$ cat src/rtl/sysid_boot_sequencer.sv
// Boot sequencer: reads the sysid slave (ID, then timestamp) after reset, checks the
// build-time ID and keeps the CPU core in reset until the check passes, with bounded retries.
module sysid_boot_sequencer #(
   parameter logic [31:0] EXPECTED_ID    = 32'h63BA_7091,
   parameter int unsigned STARTUP_DELAY  = 16,
   parameter int unsigned TIMEOUT_CYCLES = 64,
   parameter int unsigned MAX_RETRIES    = 3,
   parameter bit          CHECK_TS       = 1'b0
) (
   input  logic        clock,
   input  logic        reset,
   output logic        avm_address,
   output logic        avm_read,
   input  logic [31:0] avm_readdata,
   input  logic        avm_waitrequest,
   output logic        cpu_reset,
   output logic        done,
   output logic        id_ok,
   output logic        mismatch_err,
   output logic        timeout_err,
   output logic [1:0]  retry_count,
   output logic [31:0] id_value,
   output logic [31:0] ts_value
);

   localparam int DLY_W = (STARTUP_DELAY > 1) ? $clog2(STARTUP_DELAY) : 1;
   localparam int TMO_W = (TIMEOUT_CYCLES > 1) ? $clog2(TIMEOUT_CYCLES) : 1;

   localparam logic [DLY_W-1:0] DLY_LAST    = DLY_W'(STARTUP_DELAY - 1);
   localparam logic [TMO_W-1:0] TMO_LAST    = TMO_W'(TIMEOUT_CYCLES - 1);
   localparam logic [1:0]       MAX_RETRY_L = 2'(MAX_RETRIES);

   localparam logic [2:0] ST_WAIT  = 3'd0;
   localparam logic [2:0] ST_RD_ID = 3'd1;
   localparam logic [2:0] ST_RD_TS = 3'd2;
   localparam logic [2:0] ST_CHECK = 3'd3;
   localparam logic [2:0] ST_RETRY = 3'd4;
   localparam logic [2:0] ST_PASS  = 3'd5;
   localparam logic [2:0] ST_FAIL  = 3'd6;

   logic [2:0]       r_state;
   logic [DLY_W-1:0] r_delay_cnt;
   logic [TMO_W-1:0] r_tmo_cnt;
   logic             r_read;
   logic             r_address;
   logic             r_cpu_reset;
   logic             r_done;
   logic             r_id_ok;
   logic             r_mismatch_err;
   logic             r_timeout_err;
   logic [1:0]       r_retry_count;
   logic [31:0]      r_id_value;
   logic [31:0]      r_ts_value;

   logic             w_check_pass;
   logic             w_tmo_hit;

   assign w_check_pass = (r_id_value == EXPECTED_ID) && (!CHECK_TS || (r_ts_value != 32'd0));
   assign w_tmo_hit    = avm_waitrequest && (r_tmo_cnt == TMO_LAST);

   // NOTE: all state below is sequential, so every assignment uses <= to keep
   // updates simultaneous at the edge regardless of statement order.
   always_ff @(posedge clock) begin
      if (reset) begin
         r_state        <= ST_WAIT;
         r_delay_cnt    <= '0;
         r_tmo_cnt      <= '0;
         r_read         <= 1'b0;
         r_address      <= 1'b0;
         r_cpu_reset    <= 1'b1;
         r_done         <= 1'b0;
         r_id_ok        <= 1'b0;
         r_mismatch_err <= 1'b0;
         r_timeout_err  <= 1'b0;
         r_retry_count  <= 2'd0;
         r_id_value     <= 32'd0;
         r_ts_value     <= 32'd0;
      end else begin
         case (r_state)
            ST_WAIT: begin
               if (r_delay_cnt == DLY_LAST) begin
                  r_state     <= ST_RD_ID;
                  r_delay_cnt <= '0;
                  r_tmo_cnt   <= '0;
                  r_read      <= 1'b1;
                  r_address   <= 1'b0;
               end else begin
                  r_delay_cnt <= r_delay_cnt + 1'b1;
               end
            end

            ST_RD_ID: begin
               if (!avm_waitrequest) begin
                  r_id_value <= avm_readdata;
                  r_state    <= ST_RD_TS;
                  r_address  <= 1'b1;
                  r_tmo_cnt  <= '0;
               end else if (w_tmo_hit) begin
                  r_read         <= 1'b0;
                  r_timeout_err  <= 1'b1;
                  r_mismatch_err <= 1'b0;
                  r_tmo_cnt      <= '0;
                  r_state        <= ST_RETRY;
               end else begin
                  r_tmo_cnt <= r_tmo_cnt + 1'b1;
               end
            end

            ST_RD_TS: begin
               if (!avm_waitrequest) begin
                  r_ts_value <= avm_readdata;
                  r_read     <= 1'b0;
                  r_address  <= 1'b0;
                  r_tmo_cnt  <= '0;
                  r_state    <= ST_CHECK;
               end else if (w_tmo_hit) begin
                  r_read         <= 1'b0;
                  r_address      <= 1'b0;
                  r_timeout_err  <= 1'b1;
                  r_mismatch_err <= 1'b0;
                  r_tmo_cnt      <= '0;
                  r_state        <= ST_RETRY;
               end else begin
                  r_tmo_cnt <= r_tmo_cnt + 1'b1;
               end
            end

            ST_CHECK: begin
               if (w_check_pass) begin
                  r_state <= ST_PASS;
               end else begin
                  r_mismatch_err <= 1'b1;
                  r_timeout_err  <= 1'b0;
                  r_state        <= ST_RETRY;
               end
            end

            // Error flags are left alone here so they describe the last failure.
            ST_RETRY: begin
               if (r_retry_count < MAX_RETRY_L) begin
                  r_retry_count <= r_retry_count + 1'b1;
                  r_delay_cnt   <= '0;
                  r_state       <= ST_WAIT;
               end else begin
                  r_state <= ST_FAIL;
               end
            end

            ST_PASS: begin
               r_cpu_reset    <= 1'b0;
               r_id_ok        <= 1'b1;
               r_done         <= 1'b1;
               r_mismatch_err <= 1'b0;
               r_timeout_err  <= 1'b0;
            end

            ST_FAIL: begin
               r_cpu_reset <= 1'b1;
               r_id_ok     <= 1'b0;
               r_done      <= 1'b1;
            end

            default: begin
               r_state <= ST_WAIT;
               r_read  <= 1'b0;
            end
         endcase
      end
   end

   assign avm_address  = r_address;
   assign avm_read     = r_read;
   assign cpu_reset    = r_cpu_reset;
   assign done         = r_done;
   assign id_ok        = r_id_ok;
   assign mismatch_err = r_mismatch_err;
   assign timeout_err  = r_timeout_err;
   assign retry_count  = r_retry_count;
   assign id_value     = r_id_value;
   assign ts_value     = r_ts_value;

endmodule

$ cat config.mk
export PLATFORM = sky130hd
export DESIGN_NAME = sysid_boot_sequencer
export DESIGN_NICKNAME = d
export VERILOG_FILES = /design/src/rtl/sysid_boot_sequencer.sv
export SDC_FILE = /design/constraint.sdc
export NUM_CORES = 1
export LEC_CHECK = 0
export BUFFER_PORTS_ARGS = -buffer_cell sky130_fd_sc_hd__buf_2
export CORE_ASPECT_RATIO = 0.6
export CORE_MARGIN = 4
export CORE_UTILIZATION = 54
export DETAILED_ROUTE_END_ITERATION = 10
export PLACE_DENSITY = 0.84
export SYNTH_ARGS = -nofsm -noshare
export SYNTH_HDL_FRONTEND = slang
export SYNTH_SLANG_ARGS = --single-unit
$ cat constraint.sdc
create_clock -name clock -period 3.6 [get_ports clock]
set_input_delay 1.08 -clock clock [delete_from_list [all_inputs] [get_ports clock]]
set_output_delay 1.08 -clock clock [all_outputs]
set_load 0.02 [all_outputs]
==> impl_metrics.env, run 1 <==
export IMPL_path_class="input port to flip-flop"
export IMPL_reg2reg_to="ts_value[22]"
export IMPL_cts_tree="built"
export IMPL_cts_made_buffers=9
export IMPL_rsz0062_at_grt="no"
export IMPL_portBuffers=107
export IMPL_die_area_um2=7770
export IMPL_final_util_pct=69.1
export IMPL_syn_cell_area_um2=3450
export IMPL_period_needed_ps=2340
export IMPL_syn_instance_count=436
export IMPL_synth_area_leader_cell="dfxtp_1"
export IMPL_placed_cells=603
export IMPL_ir_drop_v=0.000248
export IMPL_synth_ff_latch_count=86
export IMPL_synth_most_common_cell="nand2_1"
export IMPL_core_um2=6140
export IMPL_cpPeakStageDelay_ps=950
export IMPL_worstPathMaxFanout=32
export IMPL_vias=3324
export IMPL_clk_pin_slew_worst_paths_ps=80
export IMPL_setup_ws_ps=1260
export IMPL_synth_warnings=0
export IMPL_h_tree_depth=3
export IMPL_drive_gt1_share_pct=25.7
export IMPL_min_to="ts_value[31]"
export IMPL_dp_worst_setup_slack_ps=916
export IMPL_place_hpwl_mm=6.51
export IMPL_fillers=512
export IMPL_antenna_found_initial=0
export IMPL_reg2regPathDepth=5
export IMPL_clock_sinks=86
export IMPL_finalWirelength_mm=9.14
export IMPL_ios=108
export IMPL_layoutNonFillerInstCount=618
export IMPL_grt_pass1_vias=3015
export IMPL_synth_nets=474
export IMPL_cts_resized=0
export IMPL_hold_path_class="flip-flop to flip-flop"
export IMPL_grt_start_max_net_pins=34
export IMPL_fin_crit_sh_pct=65.0
export IMPL_regToRegStartpoint="r_state[1]"
export IMPL_cap_viol_max_count=0
export IMPL_drtPass1Iterations=4
export IMPL_synth_ff_type="dfxtp_1"
export IMPL_setup_tns_ps=0
export IMPL_die_w_um=111
export IMPL_regToRegSetupSlack_ps=1350
export IMPL_fmaxAchievable_mhz=428
export IMPL_synth_edf_count=0
export IMPL_ctsHoldBuffers=0
export IMPL_grt_pass1_wl_mm=14.9
export IMPL_total_power_w=0.00173
export IMPL_clockRootBuffer="clkbuf_8"
export IMPL_setup_viol=0
export IMPL_yosysSeqAreaShare_pct=49.9
export IMPL_initialDrtViolationCount=201
export IMPL_worst_ep_arrival_time_ps=2560
export IMPL_grtUsageTotal_pct=23.3
export IMPL_skew_ps=7.13
export IMPL_cp_required_ps=3820
export IMPL_synthTopCellsByCount="135 x nand2_1, 86 x dfxtp_1, 76 x a21oi_1, 25 x nor2_1, 14 x clkbuf_1"
export IMPL_viasPerCell=5.38
export IMPL_path_cells="buf_2 > or4_1 > nand2_1 > a21oi_1"
export IMPL_clk_path_buf_depth=2
export IMPL_wl_per_cell_um=14.8
export IMPL_outcome="complete, no violations"
export IMPL_start_util_pct=56.2
export IMPL_area_growth_synth_to_final_pct=22.9
export IMPL_ant_nets=0
export IMPL_overflow=0
export IMPL_yosys_top_cells_area="dfxtp_1 50%, nand2_1 15%, a21oi_1 11%, nor2_1 2.7%, buf_2 1.9%"
export IMPL_gp_congestion=0.835
export IMPL_critPathLaunchType="input port"
export IMPL_worstHoldStart="ts_value[31]"
export IMPL_nets=568
export IMPL_cp_slowest_cell="or4_1"
export IMPL_post_cts_buffers=0
export IMPL_end_kind="flip-flop"
export IMPL_drv_slew=0
export IMPL_p_leak_nw=1.73
export IMPL_critPathBufInv=1
export IMPL_chipHeight_um=69.9
export IMPL_synthArstFlopShare_pct=0
export IMPL_crit_family="simple AND/OR/NAND/NOR gates"
export IMPL_synth_top_area_share_pct=49.9
export IMPL_hold_path_depth=2
export IMPL_clk_latency_ps=340
export IMPL_rows=22
export IMPL_drc_errors=0
export IMPL_syn_area_per_cell_um2=7.91
export IMPL_final_hold_viol_count=0
export IMPL_tightest_slew_ps=1170
export IMPL_powerDensity_nw_per_um2=408
export IMPL_diodes=0
export IMPL_timing_slew_headroom_pct=22.1
export IMPL_ys_types=47
==> worst register-to-register path, cell delays in order, from the launching register on <==
cell and delay [ps]:
dfxtp_1 320, buf_4 230, inv_1 170, or4_1 1060
nand2_1 270, a21oi_1 90
==> how the worst max path moves through the flow <==
stage,from,endpoint,slack (ps),cells after the start
after floorplan,avm_waitrequest,timeout_err,1320,6
after global placement,avm_waitrequest,ts_value[14],950,4
after detailed placement,avm_waitrequest,ts_value[22],920,4
after global routing,avm_waitrequest,ts_value[20],1150,4
final,avm_waitrequest,ts_value[22],1260,4
after CTS,avm_waitrequest,ts_value[22],1300,4
==> final cells by class <==
class	instances	area [µm²]	share of cell area (%)
multi-input combinational	315	1590	37.5
tap	84	105	2.48
inverter	5	18.8	0.443
clock inverter	6	86.3	2.04
clock buffer	9	124	2.92
sequential	86	1720	40.6
timing repair buffer	113	593	14.0
==> cell usage in the layout (no fill, tap or decap), types with 4 or more instances in the layout <==
master,n
buf_2,107
nand3_1,6
o21ai_0,11
a21oi_1,76
clkbuf_8,9
nor3_1,7
nor4b_1,4
dfxtp_1,86
nor2_1,25
inv_1,4
nand2_1,135
buf_4,5
xnor2_1,4
==> kinds of logic (layout without fill, tap and decap cells) <==
kind of cell	count (synthesis)	count (layout)	synth area share (%)
flops	86	86	49.9
buf+inv	35	133	4.39
mux	3	3	0.871
xor+xnor	5	5	1.27
fa+ha+maj	3	3	1.09
compound gates	103	103	16.4
simple gates	201	201	26.1
==> power by group <==
| part | internal [W] | switching [W] | total [W] |
|---|---|---|---|
| clock | 0.000387 | 0.000331 | 0.000718 |
| sequential | 0.000953 | 0.00000408 | 0.000957 |
| combinational | 0.0000212 | 0.0000345 | 0.0000557 |
==> layer usage <==
metal	global-route usage [%]	share of wire, %	up-vias
li1	-	-	1649
met1	32.8	47	1534
met2	34.3	44	135
met3	8.66	8.7	6
met4	5.26	0.71	0
met5	0	0	-
==> metrics by stage <==
| stage | hold WS [ps] | cell area (µm²) |
|---|---|---|
| final | 457 | 4240 |
| after detailed placement | 447 | 4030 |
| after global placement | 438 | 4030 |
| after global routing | 482 | 4240 |
| after floorplan | 471 | 3450 |
| after CTS | 459 | 4240 |
==> registers in the layout, indices dropped and copies added, names as in the netlist <==
signal / count
ts_value: 32
cpu_reset: 1
done: 1
mismatch_err: 1
id_ok: 1
retry_count: 2
r_delay_cnt: 4
r_tmo_cnt: 6
r_state: 3
avm_address: 1
avm_read: 1
timeout_err: 1
id_value: 32
No activity file was read; power rests on OpenSTA's default activity.
==> inputs of run 2 (changes only) <==
--- a/config.mk
+++ b/config.mk
@@ -8,9 +8,9 @@
 export BUFFER_PORTS_ARGS = -buffer_cell sky130_fd_sc_hd__buf_2
 export CORE_ASPECT_RATIO = 0.6
 export CORE_MARGIN = 4
-export CORE_UTILIZATION = 54
+export CORE_UTILIZATION = 46
 export DETAILED_ROUTE_END_ITERATION = 10
-export PLACE_DENSITY = 0.84
+export PLACE_DENSITY = 0.76
 export SYNTH_ARGS = -nofsm -noshare
 export SYNTH_HDL_FRONTEND = slang
 export SYNTH_SLANG_ARGS = --single-unit
==> constraint.sdc (replaced) <==
create_clock -name clock -period 2.1 [get_ports clock]
set_input_delay 0.63 -clock clock [delete_from_list [all_inputs] [get_ports clock]]
set_output_delay 0.63 -clock clock [all_outputs]
set_load 0.02 [all_outputs]
==> impl_metrics.env, run 2 (same netlist as run 1, synthesis figures left out) <==
export IMPL_cts_made_buffers=9
export IMPL_critPathLaunchType="flip-flop"
export IMPL_final_seq_area_um2=1720
export IMPL_path_class="flip-flop to flip-flop"
export IMPL_rsz0062_at_grt="no"
export IMPL_fmaxAchievable_mhz=510
export IMPL_drive_gt1_share_pct=26.3
export IMPL_period_needed_ps=1960
export IMPL_internal_power_w=0.00282
export IMPL_outcome="complete, no violations"
export IMPL_clk_latency_ps=340
export IMPL_ant_nets=0
export IMPL_fin_crit_sh_pct=93.4
export IMPL_skew_ps=5.49
export IMPL_drtPass1Iterations=5
export IMPL_regToRegSetupSlack_ps=140
export IMPL_finalWirelength_mm=9.73
export IMPL_whs_ps=454
export IMPL_post_cts_buffers=0
export IMPL_worst_ep_arrival_time_ps=2190
export IMPL_core_um2=7270
export IMPL_final_hold_viol_count=0
export IMPL_total_power_w=0.00351
export IMPL_h_tree_depth=3
export IMPL_pwr_share_comb_pct=2.8
export IMPL_p_sw_w=0.000685
export IMPL_grt_pass1_wl_mm=15.6
export IMPL_layout_commonest_cell="nand2_1"
export IMPL_viasPerCell=5.28
export IMPL_setup_tns_ps=0
export IMPL_chipHeight_um=75.1
export IMPL_ir_drop_v=0.000421
export IMPL_place_hpwl_mm=6.95
export IMPL_grtUsageTotal_pct=22.1
export IMPL_min_to="ts_value[24]"
export IMPL_p_leak_nw=1.81
export IMPL_layoutNonFillerInstCount=644
export IMPL_powerDensity_nw_per_um2=791
export IMPL_initialDrtViolationCount=283
export IMPL_sw_frac_of_total_pct=19.5
export IMPL_hold_path_class="flip-flop to flip-flop"
export IMPL_vias=3403
export IMPL_overflow=0
export IMPL_placed_cells=630
export IMPL_cap_viol_max_count=0
export IMPL_diodes=0
export IMPL_die_area_um2=8990
export IMPL_cp_required_ps=2330
export IMPL_regToRegStartpoint="r_tmo_cnt[0]"
export IMPL_cts_tree="built"
export IMPL_reg2reg_to="timeout_err"
export IMPL_p_clk_share_pct=50.4
export IMPL_cts_resized=0
export IMPL_nets=575
export IMPL_ios=108
export IMPL_end_kind="flip-flop"
export IMPL_pwr_share_seq_pct=46.8
export IMPL_portBuffers=107
export IMPL_antenna_found_initial=0
export IMPL_worstHoldStart="ts_value[24]"
export IMPL_clock_sinks=86
export IMPL_clockRootBuffer="clkbuf_16"
export IMPL_clk_path_buf_depth=2
export IMPL_drc_errors=0
export IMPL_clk_pin_slew_worst_paths_ps=60
export IMPL_reg2regPathDepth=6
export IMPL_setup_viol=0
export IMPL_wl_per_cell_um=15.1
export IMPL_final_cell_mix="135 x nand2_1, 107 x buf_2, 86 x dfxtp_1"
export IMPL_fillers=672
export IMPL_area_growth_synth_to_final_pct=28.6
export IMPL_multiInputGateArea_um2=1590
export IMPL_grt_start_max_net_pins=37
export IMPL_timing_slew_headroom_pct=70.7
export IMPL_die_w_um=120
export IMPL_worstPathMaxFanout=9
export IMPL_tightest_slew_ps=433
export IMPL_drv_slew=0
export IMPL_ctsHoldBuffers=0
export IMPL_gp_congestion=0.913
export IMPL_start_util_pct=47.5
export IMPL_grt_pass1_vias=3135
export IMPL_hold_path_depth=2
export IMPL_rows=24
-- run 2: cell count changes in the layout (fill, tap and decap cells not counted), sizes merged --
cell,change
inv,-1
buf,+7
clkbuf,+1
clkinv,-2
bufinv,+1
-- run 2: worst max-delay path by stage --
stage                    start            to  depth (start not counted)  slack [ps]
5_1_grt           r_tmo_cnt[0]   timeout_err                          6          60
6_report          r_tmo_cnt[0]   timeout_err                          6         140
2_1_floorplan  avm_waitrequest   timeout_err                          6         270
3_3_place_gp   avm_waitrequest  ts_value[12]                          6         250
4_1_cts           r_tmo_cnt[0]   timeout_err                          6         180
3_5_place_dp      r_tmo_cnt[0]   timeout_err                          6         200
-- run 2: area by class of cell --
type	instances	area share (%)
clock buffers	10	5.17
clock inverters	4	2.20
inverters	5	0.423
multi-input cells	315	35.9
flip-flops and latches	86	38.8
well taps	104	2.94
repair buffers	120	14.6
-- run 2: power by group through the flow --
stage               clock (W)  combinational [W]  sequential [W]
floorplan                   0          0.0000405         0.00168
global placement            0          0.0000953         0.00168
detailed placement          0          0.0000964         0.00168
CTS                   0.00180          0.0000974         0.00164
global route          0.00186           0.000109         0.00164
finish                0.00177          0.0000976         0.00164
-- run 2: worst max-delay path, stage by stage, from the launching register on --
cell and delay, ps:
dfxtp_1 390, ha_1 220, nand3_1 240, nor3_1 260
o211ai_1 150, or2_1 290, o311a_1 290
-- run 2: stage by stage --
stage / worst slack (ps) / utilization, % / area, µm²
after global routing: 57.2 / 61.0 / 4430
final: 139 / 61.0 / 4430
after global placement: 252 / 56.5 / 4110
after floorplan: 269 / - / 3450
after CTS: 181 / 61.0 / 4430
after detailed placement: 198 / 56.5 / 4110
-- run 2: per-layer routing --
metal	vias up	share of wire [%]	global-route usage, %	wire (µm)
li1	1671	-	-	-
met4	0	0.71	5.58	69
met2	116	42	33.1	4110
met1	1606	49	30.8	4750
met3	10	8.2	7.81	797
met5	-	0	0	0
==> inputs of run 3 (changes only) <==
--- a/config.mk
+++ b/config.mk
@@ -6,7 +6,7 @@
 export NUM_CORES = 1
 export LEC_CHECK = 0
 export BUFFER_PORTS_ARGS = -buffer_cell sky130_fd_sc_hd__buf_2
-export CORE_ASPECT_RATIO = 0.6
+export CORE_ASPECT_RATIO = 0.5
 export CORE_MARGIN = 4
 export CORE_UTILIZATION = 46
 export DETAILED_ROUTE_END_ITERATION = 10
==> impl_metrics.env, run 3 (same netlist as run 1, synthesis figures left out) <==
export IMPL_outcome="complete, no violations"
export IMPL_nets=577
export IMPL_cp_startpoint="r_tmo_cnt[0]"
export IMPL_powerDensity_nw_per_um2=773
export IMPL_setup_tns_ps=0
export IMPL_total_power_w=0.00343
export IMPL_finalWirelength_mm=8.91
export IMPL_layout_commonest_cell="nand2_1"
export IMPL_cts_resized=0
export IMPL_final_cell_mix="135 x nand2_1, 107 x buf_2, 86 x dfxtp_1"
export IMPL_clock_sinks=86
export IMPL_post_cts_buffers=0
export IMPL_busiest_layer="met2"
export IMPL_h_tree_depth=3
export IMPL_worstHoldStart="ts_value[10]"
export IMPL_initialDrtViolationCount=201
export IMPL_critPathBufInv=0
export IMPL_hold_path_class="flip-flop to flip-flop"
export IMPL_drtPass1Iterations=4
export IMPL_clockRootBuffer="clkbuf_16"
export IMPL_ant_nets=0
export IMPL_period_needed_ps=1850
export IMPL_cp_required_ps=2330
export IMPL_area_growth_synth_to_final_pct=28.5
export IMPL_die_area_um2=9030
export IMPL_final_util_pct=63.6
export IMPL_path_cells="ha_1 > nand3_1 > o21ai_0 > o211ai_1 > or2_1 > o311a_1"
export IMPL_place_hpwl_mm=6.28
export IMPL_grt_met1_usage_pct=25.2
export IMPL_met2_usage_pct=31.2
export IMPL_viasPerCell=5.19
export IMPL_rsz0062_at_grt="no"
export IMPL_worstPathMaxFanout=9
export IMPL_rows=21
export IMPL_grt_start_max_net_pins=38
export IMPL_fin_crit_sh_pct=88.1
export IMPL_ir_drop_v=0.000422
export IMPL_worst_ep_arrival_time_ps=2080
export IMPL_drive_gt1_share_pct=26.7
export IMPL_skew_ps=7.87
export IMPL_clk_path_buf_depth=2
export IMPL_cts_tree="built"
export IMPL_cts_made_buffers=9
export IMPL_wl_per_cell_um=14.0
export IMPL_fmaxAchievable_mhz=541
export IMPL_critPathLaunchType="flip-flop"
export IMPL_cp_slowest_cell="dfxtp_1"
export IMPL_ios=108
export IMPL_overflow=0
export IMPL_die_w_um=130
export IMPL_core_um2=6960
export IMPL_gp_congestion=0.840
export IMPL_regToRegStartpoint="r_tmo_cnt[0]"
export IMPL_grt_pass1_wl_mm=14.2
export IMPL_grt_use_met3_pct=6.77
export IMPL_chipHeight_um=69.2
export IMPL_cpPeakStageDelay_ps=370
export IMPL_setup_viol=0
export IMPL_grtUsageTotal_pct=19.5
export IMPL_tightest_slew_ps=449
export IMPL_grt_pass1_vias=2937
export IMPL_clk_latency_ps=340
export IMPL_antenna_found_initial=0
export IMPL_clk_pin_slew_worst_paths_ps=60
export IMPL_vias=3296
export IMPL_drv_slew=0
export IMPL_drc_errors=0
export IMPL_start_util_pct=49.5
export IMPL_p_leak_nw=1.82
export IMPL_portBuffers=107
export IMPL_end_kind="flip-flop"
export IMPL_diodes=0
export IMPL_ctsHoldBuffers=0
export IMPL_final_hold_viol_count=0
export IMPL_timing_slew_headroom_pct=69.9
export IMPL_whs_ps=449
export IMPL_cap_viol_max_count=0
export IMPL_path_class="flip-flop to flip-flop"
export IMPL_crit_family="compound AO/OA/AOI/OAI gates"
==> run 3: routing by layer <==
layer	up-vias	part of all wire, %	routed length [µm]
li1	1671	-	-
met1	1547	45	4050
met2	67	47	4230
met3	11	6.1	547
met4	0	0.90	80
met5	-	0	0
==> run 3: area by class of cell <==
type	instances	area, µm²
repair buffers	122	673
well taps	92	115
inverters	5	18.8
multi-input cells	315	1590
clock inverters	5	83.8
fillers	624	2530
clock buffers	10	229
flip-flops and latches	86	1720
==> run 3: power by group <==
part           internal, W  switching (W)
Combinational    0.0000389      0.0000579
Clock              0.00104       0.000647
Sequential         0.00164     0.00000628
==> run 3: worst register-to-register path, cell delays in order, from the launching register on <==
cell	delay (ps)
dfxtp_1	370
ha_1	200
nand3_1	240
o21ai_0	250
o211ai_1	130
or2_1	270
o311a_1	290
==> run 3: worst paths after layout <==
check | endpoint | slack, ps | cells after the start
worst max-delay path | timeout_err | 250 | 6
worst min register to register | ts_value[10] | 450 | 2
worst min-delay path | ts_value[10] | 450 | 2
worst max register to register | timeout_err | 250 | 6
==> run 3: through the flow <==
step	area [µm²]	cells	worst slack, ps
after CTS	4430	635	261
after global routing	4430	635	133
final	4430	635	250
after detailed placement	4120	620	177
after global placement	4120	620	240
after floorplan	3450	436	269
